<file path="src/rtl/wb_port_arbiter.sv">
// Writeback port arbiter: shares the single register-file write port between the
// in-order WB stage and buffered results from the multi-cycle (mul/div) unit.
module wb_port_arbiter #(
  parameter int DEPTH      = 2,
  parameter int STARVE_MAX = 4
) (
  input  logic                     clk,
  input  logic                     rstn,
  input  logic                     pipe_valid_i,
  input  logic                     pipe_we_i,
  input  logic [4:0]               pipe_rd_i,
  input  logic [1:0]               pipe_sel_i,
  input  logic [31:0]              pipe_result_i,
  input  logic [31:0]              pipe_imm_i,
  input  logic [31:0]              pipe_mem_i,
  input  logic [31:0]              pipe_link_i,
  output logic                     stall_o,
  input  logic                     mc_valid_i,
  input  logic [4:0]               mc_rd_i,
  input  logic [31:0]              mc_data_i,
  output logic                     mc_ready_o,
  output logic                     rf_we_o,
  output logic [4:0]               rf_rd_o,
  output logic [31:0]              rf_wdata_o,
  output logic [$clog2(DEPTH):0]   buf_count_o
);

  localparam int AW = $clog2(DEPTH);
  localparam int CW = AW + 1;
  localparam int SW = $clog2(STARVE_MAX + 1);
  localparam logic [CW-1:0] DEPTH_C  = DEPTH[CW-1:0];
  localparam logic [SW-1:0] STARVE_C = STARVE_MAX[SW-1:0];

  typedef enum logic [1:0] {
    SEL_RESULT = 2'd0,
    SEL_IMM    = 2'd1,
    SEL_MEM    = 2'd2,
    SEL_LINK   = 2'd3
  } wbSel_e;

  logic [4:0]    fifoRd_q   [DEPTH];
  logic [31:0]   fifoData_q [DEPTH];
  logic [AW-1:0] wrPtr_q, wrPtr_d;
  logic [AW-1:0] rdPtr_q, rdPtr_d;
  logic [CW-1:0] count_q, count_d;
  logic [SW-1:0] starve_q, starve_d;
  logic          rfWe_q, rfWe_d;
  logic [4:0]    rfRd_q, rfRd_d;
  logic [31:0]   rfWdata_q, rfWdata_d;

  logic          preq;
  logic          fifoNonEmpty;
  logic          mcAccept;
  logic          push;
  logic          grantMc;
  logic          grantPipe;
  logic [31:0]   pipeData;

  assign preq         = pipe_valid_i & pipe_we_i & (pipe_rd_i != 5'd0);
  assign fifoNonEmpty = (count_q != '0);
  assign mc_ready_o   = (count_q < DEPTH_C);
  assign mcAccept     = mc_valid_i & mc_ready_o;
  // rd = 0 results are handshaken away but never occupy a slot.
  assign push         = mcAccept & (mc_rd_i != 5'd0);

  always_comb begin
    pipeData = pipe_result_i;
    case (wbSel_e'(pipe_sel_i))
      SEL_RESULT: pipeData = pipe_result_i;
      SEL_IMM:    pipeData = pipe_imm_i;
      SEL_MEM:    pipeData = pipe_mem_i;
      SEL_LINK:   pipeData = pipe_link_i;
      default:    pipeData = pipe_result_i;
    endcase
  end

  // Buffered results win when WB is idle, or by force once WB has starved them.
  always_comb begin
    grantMc   = fifoNonEmpty & (~preq | (starve_q == STARVE_C));
    grantPipe = preq & ~grantMc;
  end

  assign stall_o = grantMc & preq;

  always_comb begin
    rfWe_d    = grantMc | grantPipe;
    rfRd_d    = rfRd_q;
    rfWdata_d = rfWdata_q;
    if (grantMc) begin
      rfRd_d    = fifoRd_q[rdPtr_q];
      rfWdata_d = fifoData_q[rdPtr_q];
    end else if (grantPipe) begin
      rfRd_d    = pipe_rd_i;
      rfWdata_d = pipeData;
    end
  end

  always_comb begin
    wrPtr_d = wrPtr_q;
    rdPtr_d = rdPtr_q;
    count_d = count_q;
    if (push) begin
      wrPtr_d = wrPtr_q + AW'(1);
    end
    if (grantMc) begin
      rdPtr_d = rdPtr_q + AW'(1);
    end
    case ({push, grantMc})
      2'b10:   count_d = count_q + CW'(1);
      2'b01:   count_d = count_q - CW'(1);
      default: count_d = count_q;
    endcase
  end

  always_comb begin
    starve_d = starve_q;
    if (grantMc || !fifoNonEmpty) begin
      starve_d = '0;
    end else if (grantPipe && (starve_q != STARVE_C)) begin
      starve_d = starve_q + SW'(1);
    end
  end

  // Payload storage needs no reset: occupancy alone decides what is valid.
  always_ff @(posedge clk) begin
    if (push) begin
      fifoRd_q[wrPtr_q]   <= mc_rd_i;
      fifoData_q[wrPtr_q] <= mc_data_i;
    end
  end

  always_ff @(posedge clk or negedge rstn) begin
    if (!rstn) begin
      wrPtr_q   <= '0;
      rdPtr_q   <= '0;
      count_q   <= '0;
      starve_q  <= '0;
      rfWe_q    <= 1'b0;
      rfRd_q    <= 5'd0;
      rfWdata_q <= 32'd0;
    end else begin
      wrPtr_q   <= wrPtr_d;
      rdPtr_q   <= rdPtr_d;
      count_q   <= count_d;
      starve_q  <= starve_d;
      rfWe_q    <= rfWe_d;
      rfRd_q    <= rfRd_d;
      rfWdata_q <= rfWdata_d;
    end
  end

  assign rf_we_o     = rfWe_q;
  assign rf_rd_o     = rfRd_q;
  assign rf_wdata_o  = rfWdata_q;
  assign buf_count_o = count_q;

endmodule
</file>
<file path="config.mk">
export PLATFORM = sky130hd
export DESIGN_NAME = wb_port_arbiter
export DESIGN_NICKNAME = d
export VERILOG_FILES = /design/src/rtl/wb_port_arbiter.sv
export SDC_FILE = /design/constraint.sdc
export NUM_CORES = 1
export LEC_CHECK = 0
export CORE_MARGIN = 4
export CORE_UTILIZATION = 40
export CTS_CLUSTER_DIAMETER = 150
export CTS_CLUSTER_SIZE = 40
export DETAILED_ROUTE_END_ITERATION = 16
export GPL_ROUTABILITY_DRIVEN = 0
export PLACE_DENSITY = 0.84
export RECOVER_POWER = 25
export SLEW_MARGIN = 15
export SYNTH_ARGS = -nofsm -noshare
export SYNTH_HDL_FRONTEND = slang
export SYNTH_SLANG_ARGS = --single-unit
</file>
<file path="constraint.sdc">
create_clock -name clk -period 7.3 [get_ports clk]
set_input_delay 1.095 -clock clk [delete_from_list [all_inputs] [get_ports clk]]
set_output_delay 1.095 -clock clk [all_outputs]
set_load 0.01 [all_outputs]
</file>
# ---- After elaboration in Yosys (flattened, before gate mapping)
# Memories as Yosys holds them, arrays and structs flattened.
# Index checks and enable logic that the tools add are counted.
dict set report word_totals {
  mem_count 2
  inputBits 177
  ramBits 74
  out_inout_bits 42
  reg_bits 45
  wordCells 53
}
dict set report classes {
  reduce_logical 10
  bitwise 11
  muxes 10
  n_lt_le_gt_ge 1
  addsub 5
  eq_ne 7
}
# name words word_bits rd rd_clocked_by_memory_dff write_ports line
set mem_list {}
lappend mem_list {fifoData_q 2 32 1 0 1 42} ;# logic [31:0] fifoData_q [DEPTH];
lappend mem_list {fifoRd_q 2 5 1 0 1 41} ;# logic [4:0] fifoRd_q [DEPTH];
# operator n
set ops {}
lappend ops {{$pmux 32 s4} 1}
lappend ops {{$mux 32} 2}
lappend ops {{$mux 5} 2}
lappend ops {{$reduce_bool 5->1} 2}
lappend ops {{$reduce_bool 2->1} 4}
lappend ops {{$and 1x1->1} 7}
lappend ops {{$eq 2x2->1 const B} 3}
lappend ops {{$mux 3} 2}
lappend ops {{$eq 2x1->1 const B} 2}
lappend ops {{$pmux 2 s2} 1}
lappend ops {{$add 3x1->3 const B} 1}
lappend ops {{$eq 3x3->1 const B} 1}
lappend ops {{$ne 3x3->1 const B} 1}
lappend ops {{$add 1x1->1 const B} 2}
lappend ops {{$add 2x1->2 const B} 1}
lappend ops {{$logic_not 2->1} 1}
lappend ops {{$lt 2x2->1 const B} 1}
lappend ops {{$mux 1} 2}
lappend ops {{$not 1->1} 2}
lappend ops {{$or 1x1->1} 2}
lappend ops {{$sub 2x1->2 const B} 1}
lappend ops {{$logic_and 1x1->1} 1}
lappend ops {{$logic_not 1->1} 1}
lappend ops {{$logic_or 1x1->1} 1}

# ---- Longest topological paths before layout
# Gate-level depths: netlist of run 1.
dict set report logic_depth {
  ltp_word 10
  ltp_mapped 10
}

# ---- Least setup slack after synthesis of run 1
# OpenSTA, ideal clock, no wires.
dict set report synth_timing {
  path_kind {input to register}
  startpoint {input port mc_rd_i[3]}
  endpoint {memory fifoData_q[0][0], enable pin}
  required_ns 6.869
  setup_time_ns 0.431
  path_stages 3
  n_path_buf 0
  setup_slack_ns 3.941
  t_arrival_ns 2.927
  path_cell_list {or4_1 -> o211ai_1 -> nor2_1}
}
dict set report synth_between {
  elab_chain_cells 4
}
# item line
set synth_rtl {}
lappend synth_rtl {{start: declaration} 19} ;# input logic [4:0] mc_rd_i,
lappend synth_rtl {{$reduce_bool 5->1} 64} ;# assign push = mcAccept & (mc_rd_i != 5'd0);
lappend synth_rtl {{$and 1x1->1} 64}
lappend synth_rtl {{$mux 1} 126} ;# if (push) begin
lappend synth_rtl {{$mux 1 (implied by the code)} 128} ;# fifoData_q[wrPtr_q] <= mc_data_i;
lappend synth_rtl {{end: declaration} 42}
# Every way passes these cells.

# ---- Final worst setup path of run 1
dict set report layout_timing {
  startpoint {input port pipe_rd_i[0]}
  endpoint {output port stall_o}
}
dict set report layout_between {
  elab_chain_cells 6
}
# item line
set layout_rtl {}
lappend layout_rtl {{start: declaration} 11} ;# input logic [4:0] pipe_rd_i,
lappend layout_rtl {{$reduce_bool 5->1 (*)} 59} ;# assign preq = pipe_valid_i & pipe_we_i & (pipe_rd_i != 5'd0);
lappend layout_rtl {{$and 1x1->1 (*)} 59}
lappend layout_rtl {{$not 1->1} 79} ;# grantMc = fifoNonEmpty & (~preq | (starve_q == STARVE_C));
lappend layout_rtl {{$or 1x1->1} 79}
lappend layout_rtl {{$and 1x1->1} 79}
lappend layout_rtl {{$and 1x1->1 (*)} 83} ;# assign stall_o = grantMc & preq;
lappend layout_rtl {{end: declaration} 17} ;# output logic stall_o,
# Every way passes the cells marked *; elsewhere a longest branch is shown, timed or not.

==> summary.md, run 1 <==
| Metric | Value |
|---|---|
| Final Skew | 6.55 ps |
| Cell Area, Synth | around 5800 um2 |
| Relative slew slack | -0.694 |
| Critical R2R Launch | starve_q[0] |
| Row Count | 43 |
| Worst setup EP type | primary output |
| Clock Sinks | about 120 |
| Syn Area/Cell | 14.5 um2 |
| Post-Synthesis Cells | 398 |
| GRT Residual Overflow | 0 |
| Flop pwr share | 0.352 |
| Metal3 WL | 1.22 mm |
| Most common flop cell mapped by yosys | edfxtp_1 |
| Hpwl dp | 11.3 mm |
| Worst Hold Launch | starve_q[0] |
| Overall routed net length | 16.1 mm |
| Die H | between 100 and 150 um |
| Layout filler cell count | 1,054 |
| Dpl cell area | between 8000 and 9000 um2 |
| Reg2reg end | buf_count_o[1] |
| Clk pwr share | 0.271 |
| Core area | 14,000 um2 |
| Async S/R FF share, synth | 0.378 |
| Least-Margin Pin Slew | 2540 ps |
| CP Cell Sequence | clkdlybuf4s50_1, or3_1, o211ai_4, nand2_1, nor2_1, clkdlybuf4s50_1 |
| Leak | 3.03 nW |
| Vias/cell | 5.60 |
| Total track usage | 0.200 |
| Most frequent cell on the critical path | clkdlybuf4s50_1 |
| Vias | about 4,500 |
| Critical-path top delay cell | o211ai_4 |
| Setup violations, final | 0 |
| Worst reg2reg path depth | 9 |
| Vias in the first global route | 4,927 |
| Root Buffer | clkbuf_16 |
| Synth Net Count | 578 |
| Die Wd | 128 um |
| Fin util | 0.619 |
| Post-synthesis sequential area ratio | 0.582 |
| Period utilisation layout | 0.682 |
| H-Tree Depth | 4 |
| Routed Antenna Nets | 0 |
| Hold Fails Final Rpt | 0 |
| Drt wl/cell | 20.2 um |
| Logic pwr share | 0.376 |
| Power density cells | 337 nW/um2 |
| Yosys warns | 0 |
| Largest net degree at the start of global routing | 68 |
| Fin nets | 782 |
| Die area | 16,400 um2 |
| Maximum VDD drop | between 0.1 and 0.15 mV |
| Starting Density | 0.412 |
| Hold Path End | starve_q[0] |
| CTS tree | yes |
| Initial antenna violation count | 2 |
| Max stage delay on crit path | between 800 and 900 ps |
| Startpoint Class | input port |
| Crit path DAT | 3880 ps |
| Max-slew violations | 46 |
| Resized Gates After CTS | 0 |
| Routed length on met2 | 8.56 mm |
| IO Pins | around 220 |
| Max-cap violations | 1 |
| Type of the tightest min-delay check | reg -> reg |
| R2R setup slack | 4880 ps |
| EDFF count, synth | 74 |
| Worst-case clock buffer depth | 2 |
| Setup total negative slack | 0 ps |
| Final Power | 2.92 mW |
| Layout cells sized above 1 | 0.158 |
| Area delta synth->final | 50.5% |
| Required @ worst endpoint | 6200 ps |
| Yosys cell types | 36 |
| DRC Markers | 0 |
| RSZ-0062 raised after global routing | false |
| DRT Pass-1 Iters | 4 |
| Worst skew pair latency | 410 ps |
| First-pass GRT wire length | 25.0 mm |
| Worst-path clk slew | ~50 ps |
| Crit Path Class | in -> out |
| Post-CTS Setup Repair Bufs | 0 |
| Status | complete, but fails checks |
| Flop and latch count out of synthesis | 119 |
| Worst setup startpoint | pipe_rd_i[0] |
| NetSw | 0.929 mW |
| Worst Hold Depth | 1 |
| Final instance area | 8660 um2 |
| First-iteration detailed-routing DRC count | 222 |
| Crit-path max FO | 35 |
| CTS Buf Count | 17 |
| Switching Fraction | 0.318 |
| Internal Power | approximately 2.0 mW |
| Max Used Layer | met5 |
| Fmax | 201 MHz |
| Min Tclk post-route | 4980 ps |
| Port Buffer Count | about 220 |
| Hold-fix buffers at CTS | 0 |
| M1 WL | 6.04 mm |
| Failing checks | max-capacitance violations, max-slew violations |
==> layer usage <==
layer / GRT usage / vias to the layer above
met5: 0 / -
met3: 0.0600 / 23
met1: 0.217 / 2206
li1: - / 2025
met2: 0.358 / 200
met4: 0.0893 / 2
==> metrics by stage <==
stage          std cells  setup WS [ps]  hold slack (ps)
3_5_place_dp         761           2310              466
5_1_grt              796           2160              508
6_report             796           2320              476
4_1_cts              793           2310              477
3_3_place_gp         761           2440              448
2_1_floorplan        398           3940              438
==> state kept, by name, summed over array words and instances, names as in the netlist <==
name,cells
rf_rd_o,5
rf_we_o,1
buf_count_o,2
starve_q,3
rdPtr_q,1
fifoData_q,64
fifoRd_q,10
rf_wdata_o,32
wrPtr_q,1
==> power groups by stage <==
stage                     clock, mW  sequential (mW)  combinational (mW)
after floorplan                   0             1.08               0.556
after global placement            0             1.03                1.05
after detailed placement          0             1.04                1.09
after CTS                     0.805             1.03                1.09
after global routing          0.835             1.05                1.18
final                         0.793             1.03                1.10
==> cell usage in the layout (no fill, tap or decap), types with 8 or more instances in the layout <==
master and instances:
a2111oi_0 19, a2111oi_2 8, a21oi_1 29, clkbuf_16 17
clkdlybuf4s50_1 201, dfrtp_1 44, dlygate4sd3_1 14, edfxtp_1 74
mux4_2 32, nand3_1 34, nor2b_1 32, o31ai_1 29
==> cells in the mapped netlist (6+ instances only) <==
cell type / count / area [um2]
edfxtp_1: 74 / 2220
dfrtp_1: 45 / 1130
nand3_1: 34 / 170
mux4_2: 32 / 721
nor2b_1: 32 / 200
a21oi_1: 29 / 145
o31ai_1: 29 / 218
clkbuf_1: 21 / 78.8
a2111oi_0: 19 / 166
buf_2: 14 / 70.1
a2111oi_2: 8 / 120
inv_1: 6 / 22.5
mux2i_1: 6 / 60.1
nor2_1: 6 / 22.5
==> logic make-up (layout without fill, tap and decap cells) <==
group / after synthesis / in the layout / share of synthesized area
flip-flops: 119 / 119 / 0.582
AO/OA/AOI/OAI: 100 / 100 / 0.147
AND/OR/NAND/NOR: 84 / 84 / 0.0804
buffers and inverters: 46 / 263 / 0.0356
multiplexers: 41 / 41 / 0.141
XOR/XNOR: 5 / 5 / 0.00761
adder cells (fa/ha/maj): 3 / 3 / 0.00652
other: 0 / 1 / 0
==> how the worst max path moves through the flow <==
| stage | to | slack (ps) | cells past startpoint |
|---|---|---|---|
| finish | stall_o | 2320 | 6 |
| global route | stall_o | 2160 | 6 |
| CTS | stall_o | 2310 | 6 |
| floorplan | fifoData_q[0][0] | 3940 | 3 |
| detailed placement | stall_o | 2310 | 6 |
| global placement | stall_o | 2440 | 6 |
==> critical path, delay by kind of cell <==
| family | cells | cell delay, ps |
|---|---|---|
| AOI/OAI and AO/OA | 1 | 880 |
| and+or+nand+nor | 3 | 920 |
| buffers and inverters | 2 | 990 |
==> cell type report <==
class,instances,area [um2],share of cell area
Antenna cell,1,2.50,0.000289
Clock buffer,25,505,0.0583
Clock inverter,7,67.6,0.00780
Inverter,7,26.3,0.00303
Multi-Input combinational cell,233,2240,0.259
Sequential cell,119,3350,0.387
Tap cell,180,225,0.0260
Timing Repair Buffer,224,2250,0.259
Power figures use the tool's default switching activity.
==> run 2: changes to the inputs <==
Clock period 7.3 ns to 5.2 ns, I/O delays scaled along.
==> summary.md, run 2 (synthesis results as in run 1) <==
| Metric | Value |
|---|---|
| Worst skew pair latency | 400 ps (about the same) |
| Largest net degree at the start of global routing | 68 (unchanged) |
| Crit Path Class | in -> out |
| Max-slew violations | 46 (unchanged) |
| Top cell family by delay on the critical path | buffers and inverters |
| IO Pins | 219 (unchanged) |
| Vias | 4,425 (-0.70%) |
| Setup violations, final | 0 (unchanged) |
| Final Skew | 8.20 ps (+1.64 ps) |
| Relative slew slack | -0.671 (+0.0231) |
| Crit-path max FO | 35 (unchanged) |
| Internal Power | 2.92 mW (+46%) |
| Row Count | 43 (unchanged) |
| Leak | 3.05 nW (+0.63%) |
| Die H | 128 um (unchanged) |
| Hold-fix buffers at CTS | 0 (unchanged) |
| Min Tclk post-route | ~4000 ps |
| Logic pwr share | 0.363 (-0.013) |
| Vias/cell | 5.56 (-0.70%) |
| Least-Margin Pin Slew | 2510 ps (-34.6 ps) |
| Biggest register | fifoData_q |
| Fin nets | 783 (+0.13%) |
| NetSw | 1.29 mW (+39%) |
| Root Buffer | clkbuf_16 |
| Resized Gates After CTS | 0 (unchanged) |
| Max-cap violations | 1 (unchanged) |
| CP Cell Sequence | clkdlybuf4s50_1, or3_1, o211ai_4, buf_4, nand2_1, nor2_1, clkdlybuf4s50_1 |
| Failing checks | max-capacitance violations, max-slew violations |
| DRT Pass-1 Iters | 4 (unchanged) |
| CP bufs+invs | 3 (+1) |
| Required @ worst endpoint | 4420 ps (-1780 ps) |
| Drt wl/cell | 19.9 um (-1.9%) |
| Die area | 16,400 um2 (unchanged) |
| Status | complete, but fails checks |
| Worst setup startpoint | pipe_rd_i[0] |
| Largest register FFs | 64 (unchanged) |
| First-pass GRT wire length | 25.0 mm (+0.11%) |
| Routed Antenna Nets | 0 (unchanged) |
| Power density cells | 484 nW/um2 (+43%) |
| Post-CTS Setup Repair Bufs | 0 (unchanged) |
| Max stage delay on crit path | 560 ps (-320 ps) |
| R2R setup slack | 2850 ps (-2030 ps) |
| Worst-path clk slew | 50 ps (about the same) |
| Layout filler cell count | 1,049 (-0.47%) |
| Crit path DAT | 3200 ps (-680 ps) |
| Starting Density | 0.412 (unchanged) |
| GRT Residual Overflow | 0 (unchanged) |
| Total track usage | 0.197 (-0.00342) |
| H-Tree Depth | 4 (unchanged) |
| Startpoint Class | input port |
| Clk pwr share | 0.292 (+0.021) |
| Maximum VDD drop | 0.236 mV (+61%) |
| Initial antenna violation count | 1 (-1) |
| Area delta synth->final | 51.1% |
| Leading cell type in the layout, fill and taps excluded | clkdlybuf4s50_1 |
| Fmax | 251 MHz |
| Worst setup EP type | primary output |
| Port Buffer Count | 218 (unchanged) |
| Core area | 14,000 um2 (unchanged) |
| CTS Buf Count | 17 (unchanged) |
| RSZ-0062 raised after global routing | false |
| Clock Sinks | 119 (unchanged) |
| DRC Markers | 0 (unchanged) |
| Critical R2R Launch | starve_q[0] |
| Flop pwr share | 0.345 (-0.007) |
| CTS tree | yes |
| Hpwl dp | 11.1 mm (-1.6%) |
| Die Wd | 128 um (unchanged) |
| Layout cells sized above 1 | 0.153 (-0.00513) |
| Worst-case clock buffer depth | 2 (unchanged) |
| Vias in the first global route | 4,935 (+0.16%) |
| First-iteration detailed-routing DRC count | 248 (+12%) |
| Worst Hold Launch | starve_q[0] |
| Most frequent cell on the critical path | clkdlybuf4s50_1 |
| Final hold slack | 485 ps (+9.03 ps) |
| Type of the tightest min-delay check | reg -> reg |
| Most frequent cells in the layout | clkdlybuf4s50_1, edfxtp_1, dfrtp_1 |
| Overall routed net length | 15.8 mm (-1.9%) |
| Ant. Diodes | 0 (-1) |
| Switching Fraction | 0.307 (-0.0110) |
| Critical-path top delay cell | clkdlybuf4s50_1 |
| Hold Fails Final Rpt | 0 (unchanged) |
| Period utilisation layout | 0.766 |
| Setup total negative slack | 0 ps (unchanged) |
[run 2: cell types whose count changed in the layout (fill, tap and decap cells not counted)]
cell             delta
clkbuf_8            -5
buf_4               +2
dlygate4sd3_1       -1
clkbuf_1            +1
bufinv_16           +4
diode_2             -1
buf_16              -1
clkdlybuf4s50_1     +1
clkinvlp_4          -2
clkinv_1            +3
clkinv_2            -1
[run 2: worst paths after layout]
| path | to | cells past startpoint |
|---|---|---|
| worst min register to register | starve_q[0] | 1 |
| max in group asynchronous | rdPtr_q | 1 |
| worst max-delay path | stall_o | 7 |
| worst max register to register | buf_count_o[1] | 10 |
| worst min-delay path | starve_q[0] | 1 |
| min in group asynchronous | rf_rd_o[1] | 1 |
[run 2: per-stage QoR]
| step | utilization | instance area, um2 | power [mW] | std cells | setup slack [ps] |
|---|---|---|---|---|---|
| after detailed placement | 0.576 | 8060 | 3.00 | 763 | 1250 |
| final | 0.622 | 8700 | 4.21 | 796 | 1220 |
| after CTS | 0.620 | 8670 | 4.24 | 795 | 1230 |
| after global placement | 0.576 | 8060 | 2.94 | 763 | 1280 |
| after global routing | 0.622 | 8700 | 4.44 | 796 | 1110 |
| after floorplan | - | 5760 | 2.29 | 398 | 2160 |
[run 2: final cells by class]
type / count / area, um2 / share of cell area
sequential: 119 / 3350 / 0.385
multi-input combinational: 233 / 2240 / 0.258
timing repair buffer: 225 / 2230 / 0.257
clock buffer: 21 / 440 / 0.0506
tap: 180 / 225 / 0.0259
clock inverter: 11 / 179 / 0.0206
inverter: 7 / 26.3 / 0.00302
[run 2: routing by layer]
metal | wire (um) | vias up | share of wire | track usage
met2 | 8320 | 209 | 0.53 | 0.350
met3 | 1240 | 25 | 0.079 | 0.0575
met5 | 7 | - | 0.00044 | 0
met4 | 258 | 2 | 0.016 | 0.0712
li1 | - | 2017 | - | -
met1 | 5980 | 2172 | 0.38 | 0.224
[run 2: power groups by stage]
stage	sequential, mW	clock, mW	combinational [mW]
2_1_floorplan	1.51	0	0.780
3_3_place_gp	1.45	0	1.48
3_5_place_dp	1.47	0	1.53
4_1_cts	1.46	1.25	1.54
5_1_grt	1.48	1.30	1.66
6_report	1.45	1.23	1.53
[run 2: worst reg2reg max path: stages, from the launching register on]
cell and delay, ps:
dfrtp_1 390, inv_1 80, ha_1 190, nand2_1 150, o211ai_4 100, buf_4 400
nand2_1 190, inv_1 230, ha_1 290, nor2_1 140, xnor2_1 120
==> run 3: changes to the inputs <==
Settings changed: PLACE_DENSITY 0.84 to 0.87.
Clock period 5.2 ns to 3.52 ns, I/O delays scaled along.
==> summary.md, run 3 (synthesis results as in run 1) <==
| Metric | Value |
|---|---|
| Status | complete, but fails checks |
| Failing checks | max-capacitance violations, max-slew violations |
| Final Power | 6.25 mW (+48%) |
| Type of the tightest min-delay check | reg -> reg |
| Worst setup EP type | primary output |
| Final instance area | 8720 um2 (+0.30%) |
| Dpl cell area | 8070 um2 (+0.19%) |
| Crit path DAT | 2530 ps (-670 ps) |
| Area delta synth->final | 51.5% |
| Startpoint Class | flip-flop |
| Required @ worst endpoint | 2990 ps (-1430 ps) |
| Initial antenna violation count | 0 (-1) |
| Most frequent cells in the layout | clkdlybuf4s50_1, edfxtp_1, dfrtp_1 |
| Total track usage | 0.203 (+0.00606) |
| GRT Max-Usage Layer | met2 |
| Reg2reg end | buf_count_o[1] |
| Leading cell type in the layout, fill and taps excluded | clkdlybuf4s50_1 |
| Clk pwr share | 0.292 (about the same) |
| Leak | 3.07 nW (+0.71%) |
| Switching Fraction | 0.310 (+0.00312) |
| Row Count | 43 (unchanged) |
| Vias/cell | 5.56 (about the same) |
| GRT met1 Usage | 0.225 (+0.00174) |
| Crit Path Class | reg -> out |
| CTS tree | yes |
| CP bufs+invs | 1 (-2) |
| NetSw | 1.94 mW (+50%) |
| RSZ-0062 raised after global routing | false |
| Critical-path top delay cell | or2_2 |
| Die Wd | 128 um (unchanged) |
| Flop pwr share | 0.353 (+0.008) |
| Logic pwr share | 0.355 (-0.008) |
| Worst skew pair latency | 410 ps (about the same) |
| Resized Gates After CTS | 0 (unchanged) |
| Vias | 4,433 (+0.18%) |
| Crit-path max FO | 35 (unchanged) |
| Port Buffer Count | 218 (unchanged) |
| DRC Markers | 0 (unchanged) |
| Core area | 14,000 um2 (unchanged) |
| Largest register FFs | 64 (unchanged) |
| CTS Buf Count | 17 (unchanged) |
| Post-CTS Setup Repair Bufs | 0 (unchanged) |
| GRT Residual Overflow | 0 (unchanged) |
| R2R setup slack | 1220 ps (-1630 ps) |
| Max-cap violations | 1 (unchanged) |
| Power density cells | 716 nW/um2 (+48%) |
| Overall routed net length | 16.2 mm (+2.7%) |
| Layout filler cell count | 1,057 (+0.76%) |
| Setup total negative slack | 0 ps (unchanged) |
| Starting Density | 0.412 (unchanged) |
| First-iteration detailed-routing DRC count | 217 (-13%) |
| Ant. Diodes | 0 (unchanged) |
| Max-slew violations | 46 (unchanged) |
| Drt wl/cell | 20.4 um (+2.5%) |
| Routed Antenna Nets | 0 (unchanged) |
| Layout cells sized above 1 | 0.162 (+0.00921) |
| Internal Power | 4.31 mW (+48%) |
| GR Util met3 | 0.0596 (+0.00208) |
| H-Tree Depth | 4 (unchanged) |
| Fin nets | 785 (+0.26%) |
| Worst Hold Launch | starve_q[0] |
| Worst-case clock buffer depth | 2 (unchanged) |
| DRT Pass-1 Iters | 4 (unchanged) |
| Largest net degree at the start of global routing | 46 (-32%) |
| Max stage delay on crit path | 670 ps (+110 ps) |
| Worst reg2reg path depth | 6 (-4) |
| Worst Hold Depth | 1 (unchanged) |
| Min Tclk post-route | 3050 ps |
| Hold-fix buffers at CTS | 0 (unchanged) |
| Die area | 16,400 um2 (unchanged) |
| Setup violations, final | 0 (unchanged) |
| Top cell family by delay on the critical path | simple AND/OR/NAND/NOR gates |
| CP Cell Sequence | or2_2, nand2_1, nor2_1, clkdlybuf4s50_1 |
| First-pass GRT wire length | 25.3 mm (+1.3%) |
| Hpwl dp | 11.6 mm (+4.2%) |
| Least-Margin Pin Slew | 2570 ps (+64.7 ps) |
| Hold Fails Final Rpt | 0 (unchanged) |
| Hold Path End | starve_q[0] |
| Relative slew slack | -0.714 (-0.0432) |
| IO Pins | 219 (unchanged) |
| Final Skew | 7.13 ps (-1.07 ps) |
| Maximum VDD drop | 0.319 mV (+35%) |
| Clock Sinks | 119 (unchanged) |
| Die H | 128 um (unchanged) |
| Critical R2R Launch | buf_count_o[0] |
| Fmax | 327 MHz |
| Worst-path clk slew | 50 ps (about the same) |
| Met2 usage | 0.364 (+0.0132) |
| Vias in the first global route | 5,014 (+1.6%) |
| Period utilisation layout | 0.868 |
| Biggest register | fifoData_q |
| Root Buffer | clkbuf_16 |
-- run 3: power by group through the flow --
stage / registers (mW) / clock network [mW] / logic, mW
2_1_floorplan: 2.23 / 0 / 1.15
3_3_place_gp: 2.20 / 0 / 2.15
3_5_place_dp: 2.23 / 0 / 2.23
4_1_cts: 2.21 / 1.85 / 2.23
5_1_grt: 2.26 / 1.92 / 2.41
6_report: 2.20 / 1.82 / 2.22
-- run 3: how the worst max path moves through the flow --
| stage | from | endpoint | slack, ps | depth (start not counted) |
|---|---|---|---|---|
| 6_report | buf_count_o[0] | stall_o | 470 | 4 |
| 5_1_grt | buf_count_o[0] | stall_o | 310 | 4 |
| 4_1_cts | buf_count_o[0] | stall_o | 440 | 4 |
| 3_5_place_dp | pipe_rd_i[0] | stall_o | 490 | 6 |
| 3_3_place_gp | pipe_rd_i[0] | stall_o | 530 | 6 |
| 2_1_floorplan | mc_rd_i[3] | fifoData_q[0][0] | 730 | 3 |
-- run 3: layout make-up --
type | count | area (um2) | area share
sequential | 119 | 3350 | 0.384
timing repair buffer | 227 | 2250 | 0.258
clock inverter | 9 | 148 | 0.0169
tap | 180 | 225 | 0.0258
clock buffer | 23 | 478 | 0.0548
inverter | 7 | 26.3 | 0.00301
multi-input combinational | 233 | 2240 | 0.257
-- run 3: per-layer routing --
metal,part of all wire,wire length [um]
met5,0,0
met3,0.093,1510
met2,0.53,8570
met4,0.017,273
met1,0.36,5900
-- run 3: per-stage QoR --
stage	std cells	setup WS [ps]	util	hold WS, ps
2_1_floorplan	398	728	-	232
3_3_place_gp	765	530	0.577	448
3_5_place_dp	765	486	0.577	477
4_1_cts	797	437	0.622	333
5_1_grt	798	311	0.624	506
6_report	798	466	0.624	479
